`config.mk`:
```
export PLATFORM = sky130hd
export DESIGN_NAME = branch_resolve_unit
export DESIGN_NICKNAME = d
export VERILOG_FILES = /design/src/rtl/bru_pkg.sv /design/src/rtl/bru_pred_fifo.sv /design/src/rtl/branch_resolve_unit.sv
export SDC_FILE = /design/constraint.sdc
export NUM_CORES = 1
export LEC_CHECK = 0
export ABC_AREA = 1
export BUFFER_PORTS_ARGS = -buffer_cell sky130_fd_sc_hd__buf_2
export CELL_PAD_IN_SITES_DETAIL_PLACEMENT = 0
export CELL_PAD_IN_SITES_GLOBAL_PLACEMENT = 1
export CORE_MARGIN = 10
export CORE_UTILIZATION = 40
export CTS_CLUSTER_SIZE = 28
export DETAILED_ROUTE_END_ITERATION = 8
export MAX_ROUTING_LAYER = met4
export PLACE_DENSITY = 0.84
export REMOVE_ABC_BUFFERS = 1
export SYNTH_ARGS = -nofsm -noshare
export SYNTH_HDL_FRONTEND = slang
export SYNTH_SLANG_ARGS = --single-unit
```
`constraint.sdc`:
```
create_clock -name clk -period 2.5 [get_ports clk]
set_clock_uncertainty 0.05 [all_clocks]
set_input_delay 0.375 -clock clk [delete_from_list [all_inputs] [get_ports clk]]
set_output_delay 0.375 -clock clk [all_outputs]
set_load 0.05 [all_outputs]
```
`src/rtl/bru_pkg.sv`:
```
// rtl/bru_pkg.sv - shared state encoding and width helpers for the branch resolve unit
package bru_pkg;

    typedef logic [0:0] bru_state_t;

    localparam bru_state_t ST_RUN   = 1'b0;
    localparam bru_state_t ST_STALL = 1'b1;

    function automatic int occ_width(input int depth);
        return $clog2(depth + 1);
    endfunction

    function automatic int ptr_width(input int depth);
        return (depth > 1) ? $clog2(depth) : 1;
    endfunction

    // A zero penalty still needs a one-bit counter so the port widths stay legal.
    function automatic int stall_width(input int penalty);
        return (penalty > 0) ? $clog2(penalty + 1) : 1;
    endfunction

endpackage

```
`src/rtl/bru_pred_fifo.sv`:
```
// rtl/bru_pred_fifo.sv - 1-bit prediction FIFO with push, pop and wrong-path flush
module bru_pred_fifo
    import bru_pkg::*;
#(
    parameter int DEPTH = 4
) (
    input  logic                          clk,
    input  logic                          rst,
    input  logic                          push,
    input  logic                          push_data,
    input  logic                          pop,
    input  logic                          flush,
    output logic                          head_data,
    output logic                          full,
    output logic                          empty,
    output logic [occ_width(DEPTH)-1:0]   count
);

    localparam int AW = ptr_width(DEPTH);
    localparam int CW = occ_width(DEPTH);

    logic [DEPTH-1:0] mem;
    logic [AW-1:0]    wr_ptr;
    logic [AW-1:0]    rd_ptr;
    logic             do_push;
    logic             do_pop;

    assign full      = (count == CW'(DEPTH));
    assign empty     = (count == '0);
    assign head_data = mem[rd_ptr];

    // Flush discards everything, including a push arriving in the same cycle.
    assign do_push = push && !full && !flush;
    assign do_pop  = pop && !empty && !flush;

    always_ff @(posedge clk) begin
        if (rst) begin
            mem    <= '0;
            wr_ptr <= '0;
            rd_ptr <= '0;
            count  <= '0;
        end else if (flush) begin
            wr_ptr <= '0;
            rd_ptr <= '0;
            count  <= '0;
        end else begin
            if (do_push) begin
                mem[wr_ptr] <= push_data;
                wr_ptr      <= wr_ptr + AW'(1);
            end
            if (do_pop) begin
                rd_ptr <= rd_ptr + AW'(1);
            end
            case ({do_push, do_pop})
                2'b10:   count <= count + CW'(1);
                2'b01:   count <= count - CW'(1);
                default: count <= count;
            endcase
        end
    end

endmodule

```
`src/rtl/branch_resolve_unit.sv`:
```
// rtl/branch_resolve_unit.sv - matches in-flight predictions to outcomes, drives predictor updates and mispredict stalls
module branch_resolve_unit
    import bru_pkg::*;
#(
    parameter int DEPTH         = 4,
    parameter int STALL_PENALTY = 5,
    parameter int CNT_WIDTH     = 32
) (
    input  logic                         clk,
    input  logic                         rst,
    input  logic                         pred_valid,
    input  logic                         pred_taken,
    output logic                         pred_ready,
    input  logic                         resolve_valid,
    input  logic                         resolve_taken,
    output logic                         update_enable,
    output logic                         actual_taken,
    output logic                         mispredict,
    output logic                         stall,
    output logic [occ_width(DEPTH)-1:0]  inflight,
    output logic [CNT_WIDTH-1:0]         branch_count,
    output logic [CNT_WIDTH-1:0]         mispredict_count,
    output logic [CNT_WIDTH-1:0]         stall_cycles,
    output logic                         overflow_err,
    output logic                         underflow_err
);

    localparam int  SW        = stall_width(STALL_PENALTY);
    localparam bit  HAS_STALL = (STALL_PENALTY > 0);

    bru_state_t     state;
    logic [SW-1:0]  stall_left;
    logic           full;
    logic           empty;
    logic           head_taken;
    logic           push_fire;
    logic           pop_fire;
    logic           wrong_dir;

    assign pred_ready = !full && (state == ST_RUN);
    assign push_fire  = pred_valid && pred_ready;
    assign pop_fire   = resolve_valid && !empty && (state == ST_RUN);
    assign wrong_dir  = pop_fire && (head_taken != resolve_taken);
    assign stall      = (state == ST_STALL);

    bru_pred_fifo #(
        .DEPTH (DEPTH)
    ) u_fifo (
        .clk       (clk),
        .rst       (rst),
        .push      (push_fire),
        .push_data (pred_taken),
        .pop       (pop_fire),
        .flush     (wrong_dir),
        .head_data (head_taken),
        .full      (full),
        .empty     (empty),
        .count     (inflight)
    );

    always_ff @(posedge clk) begin
        if (rst) begin
            update_enable <= 1'b0;
            actual_taken  <= 1'b0;
            mispredict    <= 1'b0;
            overflow_err  <= 1'b0;
            underflow_err <= 1'b0;
        end else begin
            update_enable <= pop_fire;
            actual_taken  <= pop_fire ? resolve_taken : 1'b0;
            mispredict    <= wrong_dir;
            if (pred_valid && !pred_ready) begin
                overflow_err <= 1'b1;
            end
            // During STALL the FIFO is empty, so any resolve lands here too.
            if (resolve_valid && !pop_fire) begin
                underflow_err <= 1'b1;
            end
        end
    end

    always_ff @(posedge clk) begin
        if (rst) begin
            branch_count     <= '0;
            mispredict_count <= '0;
            stall_cycles     <= '0;
        end else begin
            if (pop_fire && (branch_count != '1)) begin
                branch_count <= branch_count + CNT_WIDTH'(1);
            end
            if (wrong_dir && (mispredict_count != '1)) begin
                mispredict_count <= mispredict_count + CNT_WIDTH'(1);
            end
            if ((state == ST_STALL) && (stall_cycles != '1)) begin
                stall_cycles <= stall_cycles + CNT_WIDTH'(1);
            end
        end
    end

    always_ff @(posedge clk) begin
        if (rst) begin
            state      <= ST_RUN;
            stall_left <= '0;
        end else begin
            case (state)
                ST_RUN: begin
                    if (wrong_dir && HAS_STALL) begin
                        state      <= ST_STALL;
                        stall_left <= SW'(STALL_PENALTY);
                    end
                end
                ST_STALL: begin
                    stall_left <= stall_left - SW'(1);
                    if (stall_left == SW'(1)) begin
                        state <= ST_RUN;
                    end
                end
                default: begin
                    state      <= ST_RUN;
                    stall_left <= '0;
                end
            endcase
        end
    end

endmodule

```
**Word level (Yosys, flattened, before mapping)**

Cells that the tools add are included.

- Output and inout bits: 106
- Register bits: 116
- Input bits: 6

- $lt $le $gt $ge: 3
- Muxes and demuxes: 11
- Add/sub/neg operators: 8
- Bitwise operators: 3
- Reduce and logical (&&, ||, !) cells: 25
- Equal/unequal tests: 9

Operators by type and width:

| kind | number |
|---|---|
| $add 32x1->32 const B | 3 |
| $ne 32x32->1 const B | 3 |
| $logic_and 1x1->1 | 15 |
| $pmux 3 s2 | 2 |
| $lt 2x3->1 const B | 2 |
| $sub 3x1->3 const B | 2 |
| $logic_not 1->1 | 5 |
| $add 2x1->2 const B | 2 |
| $bwmux 4 | 1 |
| $mux 1 | 4 |
| $reduce_or 2->1 | 2 |
| $add 3x1->3 const B | 1 |
| $eq 3x1->1 const B | 1 |
| $eq 3x3->1 const B | 1 |
| $logic_not 3->1 | 1 |
| $mux 3 | 1 |
| $not 1->1 | 3 |
| $bmux 1 s2 | 1 |
| $demux 1 s2 | 1 |
| $eq 2x1->1 const B | 1 |
| $eq 2x2->1 const B | 1 |
| $ge 2x1->1 const B | 1 |
| $ne 2x1->1 const B | 1 |
| $pmux 1 s2 | 1 |
| 3 further kinds | 3 |

**Logic depth before layout (Yosys ltp)**

Gate-level depths: netlist of run 1.

- Depth in word-level cells: 9
- Gate-level depth with buffers: 15
- Mapped depth without buffers: 14

**By module**

A second synthesis of run 1 with hierarchy kept.

- Cells, all modules: 1111
- Area total of the unflattened synthesis: 6857.8 um^2

By module, submodules not included:

| module | area an instance (um^2) | instances | cells each | seq. area each (um^2) |
|---|---|---|---|---|
| branch_resolve_unit | 6157.2 | 1 | 1008 | 2102.0 |
| bru_pred_fifo | 700.7 | 1 | 103 | 220.2 |

**Worst setup path before layout of run 1**

No wires, ideal clock.

- Path kind: reg2reg
- Start: reg u_fifo.count[0]
- End: reg u_fifo.count[2]
- Cell stages (with the launch flop): 15
- Setup slack: -0.197 ns
- Path buffers: 1
- Library setup time: 0.066 ns
- Data arrival time: 2.581 ns
- Required time: 2.384 ns
- Cell sequence: dfxtp_1 inv_1 nand3b_1 nand3_2 inv_2 nand3_4 buf_2 nand2_1 ha_1 inv_1 fa_1 a21oi_1 o21ai_0 xor2_1 nor2_1

- Cells in the longest elaborated chain, start to end: 9
- Elaborated cells between the ends (all ways): 21

RTL lines:

| what | line | RTL |
|---|---|---|
| start: declaration | bru_pred_fifo.sv:16 | `output logic [occ_width(DEPTH)-1:0] count` |
| start signal: assignment | bru_pred_fifo.sv:55 | `2'b10: count <= count + CW'(1);` |
| start signal: assignment | bru_pred_fifo.sv:56 | `2'b01: count <= count - CW'(1);` |
| start signal: assignment | bru_pred_fifo.sv:57 | `default: count <= count;` |
| $logic_not 3->1 | bru_pred_fifo.sv:29 | `assign empty = (count == '0);` |
| $logic_not 1->1 | bru_pred_fifo.sv:34, branch_resolve_unit.sv:42 |  |
| $logic_and 1x1->1 (2 in a row) | branch_resolve_unit.sv:42 | `assign pop_fire = resolve_valid && !empty && (state == ST_RUN);` |
| $logic_and 1x1->1 | branch_resolve_unit.sv:43 | `assign wrong_dir = pop_fire && (head_taken != resolve_taken);` |
| $logic_not 1->1 | bru_pred_fifo.sv:33, bru_pred_fifo.sv:34 |  |
| $logic_and 1x1->1, on equally long branches | bru_pred_fifo.sv:34, bru_pred_fifo.sv:33 |  |
| $eq 2x1->1 / $eq 2x2->1 (equally long branches) | bru_pred_fifo.sv:54 | `case ({do_push, do_pop})` |
| $pmux 3 s2 / $reduce_bool 2->1 (equally long branches) | -- |  |

Several ways; a longest one is shown, not always the timed one.
A chain may end at the register's enable or synchronous reset.

**Worst setup path in the final report of run 1**

- Start: reg stall_cycles[0]
- End: reg stall_cycles[18]

- Cells in the longest elaborated chain, start to end: 2
- Elaborated cells between the ends (all ways): 3

RTL lines:

| what | line | RTL |
|---|---|---|
| start: declaration | branch_resolve_unit.sv:23 | `output logic [CNT_WIDTH-1:0] stall_cycles,` |
| start signal: assignment | branch_resolve_unit.sv:95 | `stall_cycles <= stall_cycles + CNT_WIDTH'(1);` |
| parallel branches: the longest is 2 deep, another holds $add 32x1->32 | -- |  |

Parallel ways; which one is timed is not known.

==> metrics.md, run 1 <==
| Metric | Value |
|---|---|
| Number of setup violations in the final report | `0` |
| Total inserted antenna cells | `0` |
| Outcome | `finished, final reports clean` |
| Max rail drop VDD | `0.6541 mV` |
| Complex-gate fraction of the synthesized area | `8.428%` |
| Parity-gate share of the synthesized area counting xor and xnor cells | `4.510%` |
| Die Height | `~150 um` |
| Yosys reg bits | `116` |
| Remaining global-route overflow | `0` |
| Number of clock sinks | `116` |
| Final standard cell utilization of the core | `48.93%` |
| Register-to-Register Setup Slack | `roughly 0.26 ns` |
| Starting density of the core | `41.12%` |
| Post-Synth Simple-Gate Area | `46.42%` |
| Routed length per instance | `13.97 um` |
| Cell with the most instances on the worst path | `nand2_1` |
| Number of vias per cell after detailed routing | `a little under 5` |
| Share of the clock period used by the worst path after layout | `89.60%` |
| Top Ports | `112` |
| Clock slew at the register clock pins of the worst setup and hold paths | `around 0.060 ns` |
| Sum of buffers and inverters on the critical path | `1` |
| Area growth from synthesis to final layout | `19.00%` |
| GRT Total Usage | `17.99%` |
| Number of routed nets with antenna violations | `0` |
| Dpl hpwl | `15,620 um` |
| Unrepaired setup endpoints after global routing | `no` |
| TritonCTS buffer count | `17` |
| Launch point of the critical path | `stall_cycles[0]$_SDFFE_PP0P_` |
| # Post-CTS Setup Buffers | `0` |
| Top fanout value on the critical path | `24` |
| Slew HR | `23.91%` |
| Biggest area contributors in the synthesized netlist | `dfxtp_1 (32%), nand2_1 (25%), nor2_1 (10%)` |
| Clock period minus worst slack | `2.240 ns` |
| Tightest Pin Transition | `approximately 1.1 ns` |
| CTS tree | `built` |
| CTS HTree Levels | `4` |
| Total via count in the routed design | `around 7,400` |
| RR Endpoint | `stall_cycles[18]$_SDFFE_PP0P_` |
| Max Buffers Root-to-Sink | `2` |
| Final Hold Vio Count | `0` |
| Sort of element at the end of the critical path | `flip-flop` |
| Endpoint of the worst hold path | `overflow_err$_SDFFE_PP0P_` |
| Launch point of the worst hold path | `pred_valid` |
| Synth warnings | `0` |
| Worst path cell trace | `ha_1 > nand2_1 > nor2_2 > nand2_2 > nor2_4 > a21oi_2 > nand2_1 > nand2_1 > inv_1 > nor2_1` |
| Cell taking the most area after synthesis | `dfxtp_1` |
| Syn_area_per_cell | `6.211 um^2` |
| Post-synthesis cell count | `1,157` |
| Pleak | `about 3.3 nW` |
| Family with the most delay on the worst path | `compound AO/OA/AOI/OAI gates` |
| Hold path depth | `3` |
| Data arrival time of the critical path | `between 2 and 3 ns` |
| DRC | `0` |
| Area enclosed by the die boundary | `23,730 um^2` |
| First-pass GRT wire length | `34,780 um` |
| Commonest cells after routing, fill and taps aside | `nand2_1 (474), nor2_1 (194), dfxtp_1 (116), buf_2 (110), a21oi_1 (75)` |
| Worst-case reg-to-reg path depth | `10` |
| Placement Rows | `48` |
| Share of synthesized area occupied by flip-flops and latches | `32.32%` |
| Type of the setup path with the least slack | `flip-flop to flip-flop` |
| CTS Root Buffer Type | `clkbuf_16` |
| Core region area | `17,480 um^2` |
| Mux share of post-synthesis cell area | `0%` |
| Main combinational cell family by area after synthesis | `simple AND/OR/NAND/NOR gates` |
| Number of DRC markers in iteration 0 | `~440` |
| Number of fillers in the final layout | `~1,900` |
| Area of the mapped netlist | `7186 um^2` |
| Count of port buffers added during placement | `111` |
| Die X-Extent | `154.0 um` |
| Pin count of the biggest net entering global routing | `39` |
| Post-cts hold buffer count | `0` |
| Max-cap violations | `0` |
| Sum of internal, switching and leakage power | `roughly 6.1 mW` |
| Adder-cell area share of the yosys netlist | `2.020%` |
| Highest clock rate | `446.4 MHz` |
| Share of layout cells above drive strength 1 | `between 15 and 20%` |
| Placer's final routability congestion estimate | `between 0.8 and 0.9` |
| Initial antenna violation count | `0` |
| Source-to-sink clock delay at the later pin of the worst-skew pair | `0.42 ns` |
| # nets final | `roughly 1,300` |
| Via count of the first global-routing pass | `6,898` |
| Total length of routed wires | `around 21,000 um` |
| R2r startpoint | `stall_cycles[0]$_SDFFE_PP0P_` |
| Max-slew violation count | `0` |
| Power per cell area | `708.4 nW/um^2` |
| Max stage delay cell, worst path | `a21oi_2` |
| Crit-path max cell delay | `roughly 0.84 ns` |
| Worst Setup Start Kind | `flip-flop` |
| Synth top area share | `32.32%` |
| Most frequent standard cell in the layout excluding fill and tap cells | `nand2_1` |
| Drt pass-1 iters | `5` |
| Class of the most critical hold timing path | `input pin to flip-flop` |
| Worst EP required | `2.80 ns` |
| Gates resized, CTS repair | `0` |
| Yosys cell types | `32` |
==> flip-flops by register name (all words and copies together) (netlist names) <==
signal and count:
overflow_err 1, mispredict 1, stall_left 3, actual_taken 1, u_fifo.wr_ptr 2, update_enable 1
u_fifo.count 3, stall 1, branch_count 32, u_fifo.rd_ptr 2, mispredict_count 32, underflow_err 1
stall_cycles 32, u_fifo.mem 4
==> synthesized netlist by cell type, drive strengths merged <==
cell type,n
nor2,205
nand2,487
nor3b,1
nand3,25
buf,20
xnor2,6
xor2,31
nor3,11
fa,1
ha,10
a21oi,89
nand4,16
o21bai,3
clkbuf,13
or2,2
o21ai,17
nand3b,42
inv,62
dfxtp,116
==> worst reg2reg max path, delay by kind of cell (launching register included) <==
kind / cells / cell delay, ns
compound gates: 1 / 0.84
simple gates: 7 / 0.70
flops: 1 / 0.33
fa+ha+maj: 1 / 0.22
buf+inv: 1 / 0.04
==> cells by family after synthesis <==
group | count (synthesis)
xor gates and xnor gates | 37
DFF | 116
and+or+nand+nor | 789
adders and majority gates | 11
AOI/OAI and AO/OA | 109
buffers and inverters | 95
==> stage by stage <==
step                setup WS (ns)  std cells  setup TNS, ns  instance area (um^2)  hold WS, ns
detailed placement         0.2761       1474              0                  7938       0.4126
floorplan                 -0.1968       1124        -0.2629                  6968       0.3874
finish                     0.2600       1506              0                  8551       0.1629
global placement           0.3191       1474              0                  7938       0.4056
CTS                        0.2541       1506              0                  8551       0.1529
global route              0.02096       1506              0                  8551       0.1800
==> report_power, final <==
group,internal (mW),switching [mW],total [mW]
registers,1.97,0.0958,2.07
logic,0.373,1.06,1.44
clock network,1.67,0.884,2.55
total,4.01,2.04,6.06
==> how the worst max path moves through the flow <==
stage,depth (start not counted),endpoint,slack (ns)
after floorplan,13,u_fifo.count[2]$_SDFFE_PP0P_,-0.20
after global placement,9,stall_cycles[18]$_SDFFE_PP0P_,0.32
after detailed placement,13,u_fifo.count[2]$_SDFFE_PP0P_,0.28
after CTS,10,stall_cycles[18]$_SDFFE_PP0P_,0.25
after global routing,14,u_fifo.count[2]$_SDFFE_PP0P_,0.02
final,10,stall_cycles[18]$_SDFFE_PP0P_,0.26
==> area by class of cell <==
type / instances / area, um^2 / area share, %
tap: 225 / 281.5 / 3.292
inverter: 62 / 235.2 / 2.751
clock inverter: 9 / 125.1 / 1.463
sequential: 116 / 2322 / 27.16
multi-input combinational: 946 / 4410 / 51.58
timing repair buffer: 125 / 688.2 / 8.048
clock buffer: 23 / 488.0 / 5.707
==> metal layers <==
| metal | global-route usage (%) | up-vias | part of all wire (%) | wire [um] |
|---|---|---|---|---|
| li1 | - | 3880 | - | - |
| met3 | 4.017 | 21 | 4.7 | 991 |
| met1 | 22.66 | 3324 | 49 | 10350 |
| met5 | - | - | 0 | 0 |
| met2 | 28.16 | 152 | 45 | 9422 |
| met4 | 5.398 | 0 | 1.3 | 280 |
Power figures use the tool's default switching activity.
==> inputs of run 2 (changes only) <==
Settings changed: PLACE_DENSITY 0.84 to not set, PLACE_DENSITY_LB_ADDON set to 0.2.
==> run 2 against run 1 <==
  * Critical endpoint is now u_fifo.count[2]$_SDFFE_PP0P_
  * Sequential share of layout area fell by 0.16 points
  * Critical path type unchanged
  * Design area rose by 0.59%
  * Worst setup slack improved by 0.027 ns
  * Utilization rose by 0.29 points
  * Wire length rose by 0.31%
  * Largest power group unchanged
  * Maximum frequency rose by 1.2%
  * Final cell count rose by 0.13%
  * Via count barely moved
  * Highest routed layer unchanged
==> metrics.md, run 2 (synthesis gave the netlist of run 1 again) <==
| Metric | Value |
|---|---|
| Die Height | `154.0 um (unchanged)` |
| RR Endpoint | `u_fifo.count[2]$_SDFFE_PP0P_ (was stall_cycles[18]$_SDFFE_PP0P_)` |
| Number of vias per cell after detailed routing | `4.887 (was 4.898)` |
| Data arrival time of the critical path | `2.51 ns (was 2.54 ns)` |
| Gates resized, CTS repair | `0 (unchanged)` |
| Slew HR | `49.86% (was 23.91%)` |
| GRT Total Usage | `18.04% (was 17.99%)` |
| Max-slew violation count | `0 (unchanged)` |
| First-pass GRT wire length | `34,890 um (was 34,780 um)` |
| Launch point of the critical path | `u_fifo.rd_ptr[0]$_SDFFE_PP0P_ (was stall_cycles[0]$_SDFFE_PP0P_)` |
| Starting density of the core | `41.12% (unchanged)` |
| Crit-path max cell delay | `0.37 ns (was 0.84 ns)` |
| CTS tree | `built (unchanged)` |
| Placement Rows | `48 (unchanged)` |
| Worst-case reg-to-reg path depth | `13 (was 10)` |
| Die X-Extent | `154.0 um (unchanged)` |
| # Post-CTS Setup Buffers | `0 (unchanged)` |
| Core region area | `17,480 um^2 (unchanged)` |
| Pleak | `3.377 nW (was 3.349 nW)` |
| Share of total power consumed by net switching | `32.63% (was 33.75%)` |
| Area enclosed by the die boundary | `23,730 um^2 (unchanged)` |
| Max Buffers Root-to-Sink | `2 (unchanged)` |
| Sequential group share of total power | `33.2% (was 34.2%)` |
| TritonCTS buffer count | `17 (unchanged)` |
| Total via count in the routed design | `7,370 (was 7,377)` |
| Worst path cell trace | `inv_1 > nand2_1 > nand3_1 > nand3_1 > nand2_2 > nor2_1 > ha_1 > inv_1 > fa_1 > a21oi_1 > o21ai_0 > xor2_1 > nor2_1 (was ha_1 > nand2_1 > nor2_2 > nand2_2 > nor2_4 > a21oi_2 > nand2_1 > nand2_1 > inv_1 > nor2_1)` |
| # nets final | `1,287 (was 1,285)` |
| CTS Root Buffer Type | `clkbuf_16 (unchanged)` |
| Unrepaired setup endpoints after global routing | `no (unchanged)` |
| Share of layout cells above drive strength 1 | `15.98% (was 15.85%)` |
| Number of placed instances, taps included | `1,476 (was 1,474)` |
| Internal power contribution | `4.196 mW (was 4.012 mW)` |
| Register-to-Register Setup Slack | `0.29 ns (was 0.26 ns)` |
| Number of clock sinks | `116 (unchanged)` |
| Number of setup violations in the final report | `0 (unchanged)` |
| Sum of internal, switching and leakage power | `6.229 mW (was 6.057 mW)` |
| Max rail drop VDD | `0.5919 mV (was 0.6541 mV)` |
| Outcome | `finished, final reports clean (unchanged)` |
| Area growth from synthesis to final layout | `19.69% (was 19.00%)` |
| Source-to-sink clock delay at the later pin of the worst-skew pair | `0.42 ns (about the same)` |
| Capture point of the worst path | `u_fifo.count[2]$_SDFFE_PP0P_ (was stall_cycles[18]$_SDFFE_PP0P_)` |
| Placer's final routability congestion estimate | `0.8721 (was 0.8833)` |
| Number of fillers in the final layout | `1,911 (was 1,867)` |
| Total length of routed wires | `21,110 um (was 21,040 um)` |
| Type of the setup path with the least slack | `flip-flop to flip-flop (unchanged)` |
| Leading registers by flop count | `branch_count x32, mispredict_count x32, stall_cycles x32 (unchanged)` |
| Drt pass-1 iters | `5 (unchanged)` |
| Number of routed nets with antenna violations | `0 (unchanged)` |
| Number of DRC markers in iteration 0 | `420 (was 441)` |
| Post-cts hold buffer count | `0 (unchanged)` |
| Highest clock rate | `451.9 MHz (was 446.4 MHz)` |
| Final non-filler cell total | `1,508 (was 1,506)` |
| Worst EP required | `2.80 ns (about the same)` |
| Launch point of the worst hold path | `pred_valid (unchanged)` |
| Total inserted antenna cells | `0 (unchanged)` |
| Max stage delay cell, worst path | `fa_1 (was a21oi_2)` |
| Clock slew at the register clock pins of the worst setup and hold paths | `0.05 ns (was 0.06 ns)` |
| Commonest cells after routing, fill and taps aside | `nand2_1 (474), nor2_1 (194), dfxtp_1 (116), buf_2 (110), a21oi_1 (75) (unchanged)` |
| R2r startpoint | `u_fifo.rd_ptr[0]$_SDFFE_PP0P_ (was stall_cycles[0]$_SDFFE_PP0P_)` |
| Clock period minus worst slack | `2.213 ns (was 2.240 ns)` |
| Sort of element at the end of the critical path | `flip-flop (unchanged)` |
| Via count of the first global-routing pass | `6,861 (was 6,898)` |
| Switching power of the nets | `2.032 mW (was 2.044 mW)` |
| Clk pwr share | `44.1% (was 42.1%)` |
| DRC | `0 (unchanged)` |
| Worst Setup Start Kind | `flip-flop (unchanged)` |
| Class of the most critical hold timing path | `input pin to flip-flop (unchanged)` |
| Comb power frac | `22.7% (was 23.7%)` |
| Power per cell area | `724.2 nW/um^2 (was 708.4 nW/um^2)` |
| Share of the clock period used by the worst path after layout | `88.51% (was 89.60%)` |
| Tightest Pin Transition | `0.7521 ns (was 1.141 ns)` |
| Max-cap violations | `0 (unchanged)` |
| Top Ports | `112 (unchanged)` |
| Top fanout value on the critical path | `9 (was 24)` |
| Dpl hpwl | `15,570 um (was 15,620 um)` |
| Routed length per instance | `14.00 um (was 13.97 um)` |
| Count of port buffers added during placement | `111 (unchanged)` |
| Initial antenna violation count | `0 (unchanged)` |
| Most frequent standard cell in the layout excluding fill and tap cells | `nand2_1 (unchanged)` |
| Remaining global-route overflow | `0 (unchanged)` |
| Final Hold Vio Count | `0 (unchanged)` |
| CTS HTree Levels | `4 (unchanged)` |
| Pin count of the biggest net entering global routing | `86 (was 39)` |
[run 2: power by group through the flow]
stage,Sequential [mW],Clock [mW],Combinational [mW]
after global routing,2.08,2.88,1.59
final,2.07,2.75,1.42
after floorplan,2.34,0,0.730
after CTS,2.07,2.80,1.43
after detailed placement,2.10,0,1.43
after global placement,2.10,0,1.42
[run 2: cell type report]
cell class	instances	area [um^2]	share of cell area, %
clock buffers	23	488.0	5.674
clock inverters	9	172.7	2.008
inverters	62	235.2	2.735
multi-input cells	946	4410	51.28
flip-flops and latches	116	2322	27.00
well taps	225	281.5	3.273
repair buffers	127	690.7	8.030
[run 2: per-layer routing]
| layer | share of wire (%) | GRT usage, % | routed length [um] | vias up |
|---|---|---|---|---|
| li1 | - | - | - | 3891 |
| met1 | 49 | 22.87 | 10240 | 3300 |
| met2 | 46 | 28.48 | 9663 | 158 |
| met3 | 4.8 | 4.128 | 1015 | 21 |
| met4 | 0.87 | 4.318 | 183 | 0 |
| met5 | 0 | - | 0 | - |
[run 2: how the worst min path moves through the flow]
stage	to	slack, ns	cells after the start
detailed placement	overflow_err$_SDFFE_PP0P_	0.41	2
floorplan	stall_cycles[14]$_SDFFE_PP0P_	0.39	1
global placement	overflow_err$_SDFFE_PP0P_	0.41	2
finish	overflow_err$_SDFFE_PP0P_	0.16	3
global route	overflow_err$_SDFFE_PP0P_	0.20	3
CTS	overflow_err$_SDFFE_PP0P_	0.15	3
[run 2: worst max-delay path, delay by kind of cell (launching register included)]
| kind | cells | cell delay (ns) |
|---|---|---|
| AO/OA/AOI/OAI | 2 | 0.24 |
| adder cells (fa/ha/maj) | 2 | 0.53 |
| XOR/XNOR | 1 | 0.15 |
| flip-flops | 1 | 0.36 |
| AND/OR/NAND/NOR | 6 | 0.67 |
| buffers and inverters | 2 | 0.15 |
[run 2: per-stage QoR]
step	setup slack (ns)	setup TNS (ns)	util [%]	instance area [um^2]	hold slack (ns)
after floorplan	-0.1968	-0.2629	-	6968	0.3874
after global placement	0.3251	0	45.43	7940	0.4052
after detailed placement	0.2965	0	45.43	7940	0.4101
after CTS	0.2742	0	49.21	8601	0.1479
after global routing	0.02074	0	49.21	8601	0.1955
final	0.2872	0	49.21	8601	0.1634
==> inputs of run 3 (changes only) <==
Settings changed: CORE_UTILIZATION 40 to 43.
Clock period 2.5 ns to 2.6 ns, I/O delays scaled along.
==> run 3 against run 2 <==
  * Register-to-register slack better by 0.11 ns
  * Critical path depth stayed put
  * Count of clock-buffer cells in the layout stayed put
  * Wire length is 3.3% lower
  * Flip-flop and latch count stayed put
  * Clock power is 1% lower
  * Largest cell class unchanged
==> metrics.md, run 3 (synthesis gave the netlist of run 1 again) <==
| Metric | Value |
|---|---|
| Final Hold Vio Count | `0 (unchanged)` |
| First-pass GRT wire length | `34,180 um (was 34,890 um)` |
| Die X-Extent | `149.3 um (was 154.0 um)` |
| Sequential group share of total power | `32.7% (was 33.2%)` |
| Setup Total Neg Slack | `0 ns (unchanged)` |
| Total inserted antenna cells | `0 (unchanged)` |
| R2r startpoint | `u_fifo.rd_ptr[0]$_SDFFE_PP0P_ (unchanged)` |
| Number of fillers in the final layout | `1,742 (was 1,911)` |
| Post-cts hold buffer count | `0 (unchanged)` |
| Most frequent standard cell in the layout excluding fill and tap cells | `nand2_1 (unchanged)` |
| Worst EP required | `2.86 ns (was 2.80 ns)` |
| Top fanout value on the critical path | `9 (unchanged)` |
| Starting density of the core | `43.64% (was 41.12%)` |
| Unrepaired setup endpoints after global routing | `no (unchanged)` |
| Comb power frac | `22.8% (was 22.7%)` |
| Slew HR | `60.12% (was 49.86%)` |
| Total area of multi-input combinational cells | `4410 um^2 (unchanged)` |
| Data arrival time of the critical path | `2.46 ns (was 2.51 ns)` |
| TritonCTS buffer count | `17 (unchanged)` |
| Power per cell area | `702.7 nW/um^2 (was 724.2 nW/um^2)` |
| Share of layout cells above drive strength 1 | `16.10% (was 15.98%)` |
| Clock period minus worst slack | `2.207 ns (was 2.213 ns)` |
| Crit-path max cell delay | `0.37 ns (about the same)` |
| Total length of routed wires | `20,410 um (was 21,110 um)` |
| Clock slew at the register clock pins of the worst setup and hold paths | `0.05 ns (about the same)` |
| CTS Root Buffer Type | `clkbuf_16 (unchanged)` |
| Worst-case reg-to-reg path depth | `13 (unchanged)` |
| Pin count of the biggest net entering global routing | `50 (was 86)` |
| Total via count in the routed design | `7,320 (was 7,370)` |
| # Post-CTS Setup Buffers | `0 (unchanged)` |
| Placement Rows | `47 (was 48)` |
| Outcome | `finished, final reports clean (unchanged)` |
| Count of port buffers added during placement | `111 (unchanged)` |
| Number of routed nets with antenna violations | `0 (unchanged)` |
| Number of setup violations in the final report | `0 (unchanged)` |
| Commonest cells after routing, fill and taps aside | `nand2_1 (474), nor2_1 (194), dfxtp_1 (116), buf_2 (110), a21oi_1 (75) (unchanged)` |
| Tightest Pin Transition | `0.5981 ns (was 0.7521 ns)` |
| Endpoint of the worst hold path | `stall_cycles[11]$_SDFFE_PP0P_ (was overflow_err$_SDFFE_PP0P_)` |
| Drt pass-1 iters | `5 (unchanged)` |
| Routed length per instance | `13.55 um (was 14.00 um)` |
| Share of total power consumed by net switching | `31.93% (was 32.63%)` |
| Initial antenna violation count | `0 (unchanged)` |
| Register-to-Register Setup Slack | `0.39 ns (was 0.29 ns)` |
| Pleak | `3.408 nW (was 3.377 nW)` |
| DRC | `0 (unchanged)` |
| CTS HTree Levels | `4 (unchanged)` |
| Clk pwr share | `44.5% (was 44.1%)` |
| Final non-filler cell total | `1,506 (was 1,508)` |
| Core region area | `16,470 um^2 (was 17,480 um^2)` |
| Share of the clock period used by the worst path after layout | `84.90% (was 88.51%)` |
| Max Buffers Root-to-Sink | `2 (unchanged)` |
| Placer's final routability congestion estimate | `0.8558 (was 0.8721)` |
| Gates resized, CTS repair | `0 (unchanged)` |
| Number of DRC markers in iteration 0 | `430 (was 420)` |
| Dpl hpwl | `15,450 um (was 15,570 um)` |
| Max rail drop VDD | `0.5499 mV (was 0.5919 mV)` |
| Via count of the first global-routing pass | `6,796 (was 6,861)` |
| Worst path cell trace | `inv_1 > nand2_1 > nand3_1 > nand3_1 > nand2_2 > nor2_1 > ha_1 > inv_1 > fa_1 > a21oi_1 > o21ai_0 > xor2_1 > nor2_1 (unchanged)` |
| Sequential Area | `2322 um^2 (unchanged)` |
| Number of placed instances, taps included | `1,474 (was 1,476)` |
| Max stage delay cell, worst path | `fa_1 (unchanged)` |
| Internal power contribution | `4.141 mW (was 4.196 mW)` |
| Die Height | `149.3 um (was 154.0 um)` |
| Max-cap violations | `0 (unchanged)` |
| GRT Total Usage | `19.24% (was 18.04%)` |
| # nets final | `1,290 (was 1,287)` |
| Sort of element at the end of the critical path | `flip-flop (unchanged)` |
| Leading registers by flop count | `branch_count x32, mispredict_count x32, stall_cycles x32 (unchanged)` |
| CTS tree | `built (unchanged)` |
| Worst Setup Start Kind | `flip-flop (unchanged)` |
| Area growth from synthesis to final layout | `20.48% (was 19.69%)` |
| Hold path depth | `2 (was 3)` |
| Type of the setup path with the least slack | `flip-flop to flip-flop (unchanged)` |
| RR Endpoint | `u_fifo.count[2]$_SDFFE_PP0P_ (unchanged)` |
| Area enclosed by the die boundary | `22,280 um^2 (was 23,730 um^2)` |
| Max-slew violation count | `0 (unchanged)` |
| Worst-case setup slack after placement | `0.3879 ns (was 0.2965 ns)` |
| Source-to-sink clock delay at the later pin of the worst-skew pair | `0.42 ns (about the same)` |
| Top Ports | `112 (unchanged)` |
| Class of the most critical hold timing path | `input pin to flip-flop (unchanged)` |
| Launch point of the worst hold path | `rst (was pred_valid)` |
| Number of clock sinks | `116 (unchanged)` |
| Highest clock rate | `453.0 MHz (was 451.9 MHz)` |
| Remaining global-route overflow | `0 (unchanged)` |
| Switching power of the nets | `1.942 mW (was 2.032 mW)` |
| Number of vias per cell after detailed routing | `4.861 (was 4.887)` |
| Setup slack after layout | `0.3925 ns (was 0.2872 ns)` |
## run 3: worst max path at each step
stage	start	end	slack, ns	cells past startpoint
floorplan	u_fifo.count[0]$_SDFFE_PP0P_	u_fifo.count[2]$_SDFFE_PP0P_	-0.1	13
global route	u_fifo.rd_ptr[0]$_SDFFE_PP0P_	u_fifo.count[2]$_SDFFE_PP0P_	0.14	14
global placement	u_fifo.rd_ptr[0]$_SDFFE_PP0P_	u_fifo.count[2]$_SDFFE_PP0P_	0.42	13
CTS	u_fifo.rd_ptr[0]$_SDFFE_PP0P_	u_fifo.count[2]$_SDFFE_PP0P_	0.37	13
finish	u_fifo.rd_ptr[0]$_SDFFE_PP0P_	u_fifo.count[2]$_SDFFE_PP0P_	0.39	13
detailed placement	u_fifo.rd_ptr[0]$_SDFFE_PP0P_	u_fifo.count[2]$_SDFFE_PP0P_	0.39	13
## run 3: worst max-delay path: cells and delay by family (launching register included)
family | cells | cell delay, ns
simple gates | 6 | 0.66
fa+ha+maj | 2 | 0.52
flops | 1 | 0.36
compound gates | 2 | 0.25
buf+inv | 2 | 0.14
xor+xnor | 1 | 0.14
## run 3: layout make-up
cell class / instances / area share [%]
tap: 220 / 3.180
clock buffer: 23 / 5.521
inverter: 62 / 2.717
multi-input combinational: 946 / 50.95
sequential: 116 / 26.82
timing repair buffer: 130 / 8.527
clock inverter: 9 / 2.284
## run 3: stage by stage
| step | instance area (um^2) | util [%] | hold WS, ns | power [mW] |
|---|---|---|---|---|
| global route | 8657 | 52.58 | 0.1440 | 6.419 |
| global placement | 7981 | 48.47 | 0.4036 | 3.436 |
| CTS | 8657 | 52.58 | 0.1308 | 6.168 |
| detailed placement | 7981 | 48.47 | 0.4086 | 3.436 |
| floorplan | 6968 | - | 0.4024 | 2.952 |
| finish | 8657 | 52.58 | 0.1482 | 6.083 |
## run 3: power groups by stage
| stage | Combinational, mW | Sequential (mW) | Clock [mW] |
|---|---|---|---|
| after floorplan | 0.702 | 2.25 | 0 |
| after global placement | 1.41 | 2.03 | 0 |
| after detailed placement | 1.41 | 2.03 | 0 |
| after CTS | 1.41 | 1.99 | 2.76 |
| after global routing | 1.56 | 2.01 | 2.85 |
| final | 1.38 | 1.99 | 2.71 |
## run 3: routing by layer
layer / vias to the layer above / track usage, % / wire [um]
li1: 3886 / - / -
met1: 3285 / 25.23 / 10100
met2: 136 / 29.07 / 9274
met3: 13 / 4.703 / 886
met4: 0 / 4.858 / 143
met5: - / - / 0
